--- config.mk ---
export PLATFORM = sky130hd
export DESIGN_NAME = fsqrt_iter
export DESIGN_NICKNAME = d
export VERILOG_FILES = /design/src/rtl/fsqrt_iter.sv
export SDC_FILE = /design/constraint.sdc
export NUM_CORES = 2
export LEC_CHECK = 0
export ABC_AREA = 1
export CAP_MARGIN = 20
export CELL_PAD_IN_SITES_DETAIL_PLACEMENT = 2
export CELL_PAD_IN_SITES_GLOBAL_PLACEMENT = 2
export CORE_MARGIN = 8
export CORE_UTILIZATION = 40
export DETAILED_ROUTE_END_ITERATION = 10
export PLACE_DENSITY_LB_ADDON = 0.1
export SETUP_SLACK_MARGIN = 0.02
export SKIP_LAST_GASP = 1
export SYNTH_ARGS = -nofsm -noshare
export SYNTH_HDL_FRONTEND = slang
export SYNTH_SLANG_ARGS = --single-unit
--- constraint.sdc ---
create_clock -name clk -period 10.3 [get_ports clk]
set_input_delay 1.545 -clock clk [delete_from_list [all_inputs] [get_ports clk]]
set_output_delay 1.545 -clock clk [all_outputs]
set_load 0.005 [all_outputs]
--- src/rtl/fsqrt_iter.sv ---
// fsqrt_iter: iterative IEEE-754 single-precision square root (Newton-Raphson on 1/sqrt).
//   clk       - clock, all state updates on the rising edge
//   rst       - asynchronous active-high reset
//   x         - single-precision operand, captured when in_valid && in_ready
//   in_valid  - x is valid
//   in_ready  - block is idle and can take an operand
//   y         - single-precision sqrt(x), held while out_valid
//   out_valid - y is valid
//   out_ready - consumer takes y
// Datapath is Q2.30 unsigned with one shared 32x32 multiplier. Latency from the
// accept cycle to the out_valid cycle is 3*ITERS+4 for every operand.
module fsqrt_iter #(
   parameter int ITERS = 2
) (
   input  logic        clk,
   input  logic        rst,
   input  logic [31:0] x,
   input  logic        in_valid,
   output logic        in_ready,
   output logic [31:0] y,
   output logic        out_valid,
   input  logic        out_ready
);
   typedef enum logic [2:0] {IDLE, SEED, ITER, FINAL, DONE} state_t;

   // 6-bit seeds of round(64*2/sqrt(v))-64, v taken at the centre of each
   // mantissa segment. Index bit 6 = e[0]: 1 -> v in [1,2), 0 -> v in [2,4).
   function automatic logic [767:0] build_tab();
      logic [767:0] tab;
      logic [63:0]  q, r, c;
      int           val;
      tab = '0;
      for (int i = 0; i < 128; i++) begin
         q = (64'd1 << 37) / (64'(i[6] ? 1 : 2) * 64'(129 + 2 * (i % 64)));
         r = '0;
         for (int b = 15; b >= 0; b--) begin
            c = r | (64'd1 << b);
            if (c * c <= q) r = c;
         end
         val = int'((r + 64'd128) >> 8);
         tab[i*6 +: 6] = 6'(val > 127 ? 63 : val < 64 ? 0 : val - 64);
      end
      return tab;
   endfunction

   localparam logic [767:0] SEED_TAB = build_tab();

   state_t       state_q, state_d;
   logic [1:0]   phase_q, phase_d, pass_q, pass_d, spec_q, spec_d;
   logic [31:0]  x_q, x_d, m_q, m_d, wy_q, wy_d, t_q, t_d, r_q, r_d, y_q, y_d;
   logic [7:0]   ex_q, ex_d;
   logic [31:0]  three_t, mul_a, mul_b, rounded;
   logic [63:0]  prod;
   logic [29:0]  nr;
   logic [6:0]   sidx;
   logic [5:0]   seed;
   logic [1:0]   spec;
   logic signed [9:0] ue;
   logic         hi, inc;

   assign in_ready  = (state_q == IDLE) && !rst;
   assign out_valid = (state_q == DONE);
   assign y         = y_q;

   always_comb begin
      sidx    = {x_q[23], x_q[22:17]};
      seed    = SEED_TAB[10'(sidx) * 10'd6 +: 6];
      ue      = $signed({2'b00, x_q[30:23]}) - 10'sd127;
      // special-case code: 0 normal, 1 signed zero, 2 +inf, 3 NaN
      spec    = (x_q[30:23] == 8'h00) ? 2'd1 :
                (x_q[30:23] == 8'hFF && x_q[22:0] != 23'd0) ? 2'd3 :
                x_q[31] ? 2'd3 :
                (x_q[30:23] == 8'hFF) ? 2'd2 : 2'd0;
      three_t = (t_q > 32'hC000_0000) ? 32'd0 : 32'hC000_0000 - t_q;
      mul_a   = (state_q == FINAL || phase_q == 2'd1) ? m_q : wy_q;
      mul_b   = (state_q == FINAL || phase_q == 2'd0) ? wy_q :
                (phase_q == 2'd1) ? t_q : three_t;
      prod    = 64'(mul_a) * 64'(mul_b);
      // r is just below 2; a result just under 1 needs one extra left shift
      hi      = r_q >= 32'h4000_0000;
      nr      = hi ? r_q[29:0] : {r_q[28:0], 1'b0};
      inc     = nr[6] & ((|nr[5:0]) | nr[7]);
      // mantissa carry ripples straight into the exponent field
      rounded = {1'b0, ex_q - {7'd0, ~hi}, nr[29:7]} + 32'(inc);
      state_d = state_q;
      phase_d = phase_q;
      pass_d  = pass_q;
      spec_d  = spec_q;
      x_d     = x_q;
      m_d     = m_q;
      wy_d    = wy_q;
      t_d     = t_q;
      r_d     = r_q;
      y_d     = y_q;
      ex_d    = ex_q;
      case (state_q)
         IDLE: if (in_valid) begin
            x_d     = x;
            state_d = SEED;
         end
         SEED: begin
            // odd unbiased exponent (e[0]==0) pre-shifts m into [2,4)
            m_d     = x_q[23] ? {2'b01, x_q[22:0], 7'd0} : {1'b1, x_q[22:0], 8'd0};
            // seed table holds 2/sqrt(v), so its leading 1 sits at weight 1/2
            wy_d    = {3'b001, seed, 23'd0};
            ex_d    = 8'((ue >>> 1) + 10'sd127);
            spec_d  = spec;
            phase_d = 2'd0;
            pass_d  = 2'd0;
            state_d = ITER;
         end
         ITER: begin
            phase_d = (phase_q == 2'd2) ? 2'd0 : phase_q + 2'd1;
            if (phase_q != 2'd2) t_d = 32'(prod >> 30);
            else begin
               wy_d = 32'(prod >> 31);
               if (pass_q == 2'(ITERS - 1)) state_d = FINAL;
               else pass_d = pass_q + 2'd1;
            end
         end
         FINAL: begin
            if (phase_q == 2'd0) begin
               r_d     = 32'(prod >> 30);
               phase_d = 2'd1;
            end else begin
               y_d     = (spec_q == 2'd0) ? rounded :
                         (spec_q == 2'd1) ? {x_q[31], 31'd0} :
                         (spec_q == 2'd2) ? 32'h7F80_0000 : 32'h7FC0_0000;
               phase_d = 2'd0;
               pass_d  = 2'd0;
               state_d = DONE;
            end
         end
         DONE: if (out_ready) state_d = IDLE;
         default: state_d = IDLE;
      endcase
   end

   always_ff @(posedge clk or posedge rst) begin
      if (rst) begin
         state_q <= IDLE;
         phase_q <= '0;
         pass_q  <= '0;
         spec_q  <= '0;
         x_q     <= '0;
         m_q     <= '0;
         wy_q    <= '0;
         t_q     <= '0;
         r_q     <= '0;
         y_q     <= '0;
         ex_q    <= '0;
      end else begin
         state_q <= state_d;
         phase_q <= phase_d;
         pass_q  <= pass_d;
         spec_q  <= spec_d;
         x_q     <= x_d;
         m_q     <= m_d;
         wy_q    <= wy_d;
         t_q     <= t_d;
         r_q     <= r_d;
         y_q     <= y_d;
         ex_q    <= ex_d;
      end
   end
endmodule

* Yosys cells after proc, flatten, opt, wreduce, memory -nomap -nowiden *
Cells that the tools add are included.

storage, ports and cells
  output and inout port bits = 34
  logic and storage cells = 92
  register bits = 209

operators by class
  multiplexer cells = 28
  add/sub/neg operators = 7
  shifts and indexed selects = 1
  reduce and logical (&&, ||, !) cells = 20
  bitwise gates (word level) = 4
  equality and inequality tests = 17
  multipliers = 2
  magnitude comparators = 2

operators with widths
  cell                       number
  $shiftx 768x11->6 const A  1
  $mux 32                    8
  $pmux 32 s2                1
  $mul 32x32->63             1
  $add 31x1->32              1
  $ge 32x31->1 const B       1
  $gt 32x32->1 const B       1
  $sub 32x32->32 const A     1
  $mux 30                    1
  $mux 23                    1
  $reduce_bool 23->1         1
  $mux 2                     8
  $mux 3                     5
  $pmux 3 s5                 1
  $ne 2x2->1 const B         6
  $pmux 2 s3                 2
  $reduce_and 2->1           5
  $mul 7x2->9 const B        1
  $sub 8x7->9 const B        1
  $add 8x8->8 const B        1
  $eq 8x8->1 const B         1
  $logic_not 8->1            1
  $sub 8x1->8                1
  $eq 2x1->1 const B         3
  other kinds (20)           27

* Logic depth before layout (Yosys ltp) *
  depth after elaboration = 7
  depth in mapped cells = 51

* Worst setup path after synthesis *
No wires, ideal clock.

  path kind = register to register
  start point = register t_q[3]
  end point = register wy_q[29]
  clock period less this slack = 8.335 ns
  buffers on the path = 1
  stages on the path, launching flop included = 50
  slack = 1.965 ns
  arrival = 8.218 ns
  cell sequence = dfrtp_1 > or2_0 > nor2_2 > nand2_2 > nor2_4 > nand2_2 > nor3_4 > nand4_2 > inv_2 > nand2_2 > inv_2 > nand2_2 > nor3_4 > inv_2 > nor2_4 > nor2_1 > nand2_1 > nand3_1 > [... 14 more ...] > inv_1 > fa_1 > inv_1 > ha_1 > nand2_1 > nor2_1 > nand2_1 > nor2_1 > nand3_1 > o21ai_1 > nand3_1 > nand2_1 > nand2_1 > nand2_1 > xor2_1 > nand2_1 > o21ai_1 > inv_1

between the ends
  cells in the longest elaborated chain, start to end = 7

ends and longest elaborated chain
  what                                                   RTL line  RTL
  from (decl)                                            50        logic [31:0] x_q, x_d, m_q, m_d, wy_q, wy_d, t_q, t_d, r_q, r_d, y_q, y_d;
  from (signal assigned)                                 160       t_q <= t_d;
  $sub 32x32->32 / $gt 32x32->1 (equally long branches)  74        three_t = (t_q > 32'hC000_0000) ? 32'd0 : 32'hC000_0000 - t_q;
  $mux 32                                                74
  $mux 32 *                                              77        (phase_q == 2'd1) ? t_q : three_t;
  $mux 32 *                                              76        mul_b = (state_q == FINAL || phase_q == 2'd0) ? wy_q :
  $mul 32x32->63 *                                       78        prod = 64'(mul_a) * 64'(mul_b);
  $mux 32 *                                              114       if (phase_q != 2'd2) t_d = 32'(prod >> 30);
  $pmux 32 s2 *                                          96        case (state_q)
  to (signal assigned)                                   159       wy_q <= wy_d;
  to (decl)                                              50

Mark *: on every way between the ends. The rest lies on a longest branch, timed or not. The select of a mux whose other input is x is not followed.
A chain may end at the register's enable or synchronous reset.

* Worst setup path after layout *
  start point = register t_q[0]
  end point = register r_q[17]

between the ends
  cells in the longest elaborated chain, start to end = 5

ends and longest elaborated chain
  what                                                   RTL line  RTL
  $sub 32x32->32 / $gt 32x32->1 (equally long branches)  74
  $mux 32                                                74
  $mux 32 *                                              77
  $mux 32 *                                              76
  $mul 32x32->63 *                                       78
  to (signal assigned)                                   161       r_q <= r_d;
  to (decl)                                              50

Mark *: on every way between the ends. The rest lies on a longest branch, timed or not.

==> impl_metrics.ini <==
[run_status]
status = completed

[grt]
gr-usage-all-layers_pct = 32.1
grt.overflow.total = 0
top_usage_layer = met2
use_met1_pct = 38.6
grt_use_met2_pct = 55.6
grt_max_degree = 138
antenna_found_initial = 7
grt_pass1_vias = 44500
grt_pass1_wl_mm = 288
globalRouteMet3Util_pct = 4.01

[routing]
dr.pass1.iters = 5
dr_total_vias = 38000
drtIter0Drc = 2153
antenna_left = 0
wl_per_cell_um = 27.8
drc = 0
vias_per_cell = 5.47
drt_wl_total_mm = 193

[logic_synthesis]
ys_async_sr_fraction_pct = 100
syn_nets = 6650
synth.ff_latch_count = 202
synth_edf_count = 0
synth_top_cell_by_area = fa_1
ys.flop_type = dfrtp_1
avgSynthCellArea_sq_um = 7.99
syn_inst = 5447
ys_seq_area_share_pct = 11.6
netlist.area_leader.share_pct = 41.1
synth.lib_cells_used.distinct = 65
synth_area_leaders = fa_1 41%, dfrtp_1 12%, inv_1 10%
netlist_area_sq_um = 43500
ys_warn_count = 0

[hold_path]
hold_end = y[5]$_DFFE_PP0P_
whs_path_depth = 2
min_from = y[5]$_DFFE_PP0P_
worstHoldPathType = reg2reg

[die]
coreArea_sq_um = 108000
die_h_um = 346
rows = 121
io_pins = 70
die_w_um = 346
die-area_sq_um = 120000
initial_utilization_pct = 40.1

[placement]
hpwl_mm = 158
post-place-ws_ps = 162
io_buffer_count = 69
dp_cells = 6887
place.gp.congestion = 0.961

[timing]
tightest_slew_ps = 957
max_freq_mhz = 99.4
finalSetupViolCount = 0
min_period_ps = 10060
rsz0062_at_grt = no
fin_worst_skew_ps = 36.8
fin_setup_tns_ps = 0
fin_ws_ps = 236
slew_headroom_pct = 36.2
period_share_pct = 97.7
slew_viol_final = 0
finalHoldViolCount = 0

[clock_network]
root_buffer = clkbuf_16
numCtsBuffers = 25
clockBufferDepth = 3
clkTransAtPathRegs_ps = 60
ctsHoldBuffers = 0
cts_sinks = 202
cts_tree = yes
cts_max_level = 1
clock_latency_ps = 590

[layout]
finish.utilization_pct = 44.1
syn_to_final_growth_pct = 9.78
stdcell_count = 6949
layout.nets = 6718
final_layout_size_suffix_gt1_share_pct = 6.07
fillers = 12400

[critical_path]
worstPathArrival_ps = 10510
worstReg2RegEnd = r_q[17]$_DFFE_PP0P_
worstSetupPathType = reg2reg
cpPeakStageDelay_ps = 570
worstPathMaxFanout = 12
ff2ff_path_depth = 34
required_ps = 10750
cpMaxStageDelayCell = fa_1
critical_path.most_common_cell = fa_1
end_kind = flip-flop
reg2reg_setup_slack_ps = 240
crit_path_start_kind = flip-flop
reg2reg_from = t_q[0]$_DFFE_PP0P_

[job]
drv_cap = 0
[critical path: cells and delay by family, from the launching register on]
family | cells | cell delay (ps)
buffers and inverters | 6 | 1230
xor gates and xnor gates | 2 | 580
AOI/OAI and AO/OA | 7 | 1570
adders and majority gates | 10 | 4500
and+or+nand+nor | 9 | 1610
DFF | 1 | 410
[Yosys cell counts, types with 4 or more instances]
master and n:
o31ai_1 10, ha_1 273, o21ai_1 32, nand2_2 5
nor4_1 9, a32o_1 8, o211ai_1 6, xnor2_1 24
nand4_1 13, nand2_1 1075, inv_1 1181, or2_2 9
o21a_1 15, o21ai_0 258, xor2_1 31, o221ai_1 4
clkbuf_1 173, nor2_4 6, fa_1 894, a21oi_1 163
nor2_1 737, buf_2 14, nand3b_1 19, o22ai_1 20
a31oi_1 11, dfrtp_1 202, clkinv_1 31, inv_2 7
buf_4 6, nor3_1 25, nand3_1 104, nor2_2 13
a211oi_1 4, buf_1 16
[logic make-up after synthesis]
kind of cell	synth area share [%]
and+or+nand+nor	18.6
buffers and inverters	12.5
adders and majority gates	49.0
AOI/OAI and AO/OA	7.08
DFF	11.6
xor gates and xnor gates	1.11
muxes	0.0748
[state kept, by name, summed over array words and instances, names as in the netlist]
| signal | count |
|---|---|
| r_q | 32 |
| t_q | 32 |
| wy_q | 32 |
| x_q | 32 |
| y | 32 |
| m_q | 25 |
| ex_q | 8 |
| state_q | 3 |
| pass_q | 2 |
| phase_q | 2 |
| spec_q | 2 |
[worst max path at each step]
stage | from | end | slack (ps)
5_1_grt | t_q[3]$_DFFE_PP0P_ | r_q[26]$_DFFE_PP0P_ | 40
4_1_cts | t_q[0]$_DFFE_PP0P_ | wy_q[30]$_DFFE_PP0P_ | 110
3_5_place_dp | t_q[0]$_DFFE_PP0P_ | wy_q[30]$_DFFE_PP0P_ | 160
6_report | t_q[0]$_DFFE_PP0P_ | r_q[17]$_DFFE_PP0P_ | 240
3_3_place_gp | t_q[0]$_DFFE_PP0P_ | wy_q[30]$_DFFE_PP0P_ | 330
2_1_floorplan | t_q[3]$_DFFE_PP0P_ | wy_q[29]$_DFFE_PP0P_ | 1970
[cells in the final DEF, fill, tap and decap left out, drive strengths merged, types with 37 or more instances in the layout]
cell type,synthesis,routed
fa,894,894
o21ai,291,291
ha,273,273
nand3,106,106
clkdlybuf4s50,0,69
clkbuf,173,37
nor2,756,756
dfrtp,202,202
buf,39,184
nand2,1080,1080
a21oi,163,163
inv,1190,1186
[per-layer routing]
layer / vias up / share of wire [%]
met4: 2 / 7.0
met1: 20200 / 39
li1: 16300 / -
met2: 1119 / 49
met3: 470 / 4.9
met5: - / 0.0041
[cell type report]
type	count	area, sq um	area share (%)
inverters	1221	4630	9.69
clock buffers	37	761	1.59
clock inverters	9	88.8	0.186
well taps	1414	1770	3.70
repair buffers	253	2250	4.71
diodes	1	2.50	0.00524
flip-flops and latches	202	5050	10.6
multi-input cells	3812	33200	69.5
[stage by stage]
stage,hold WS [ps],cell area [sq um]
2_1_floorplan,444,43500
3_3_place_gp,465,46600
3_5_place_dp,473,46600
4_1_cts,494,47400
5_1_grt,505,47800
6_report,489,47800
[timing repair]
action | 4_1_cts | 5_1_grt
setup buffers | 0 | 11
setup endpoints to repair | 0 | 64
resized for setup | 0 | 22
Power is not shown: default switching activity piles up to over one toggle a cycle in this logic, so the estimate is an artifact.
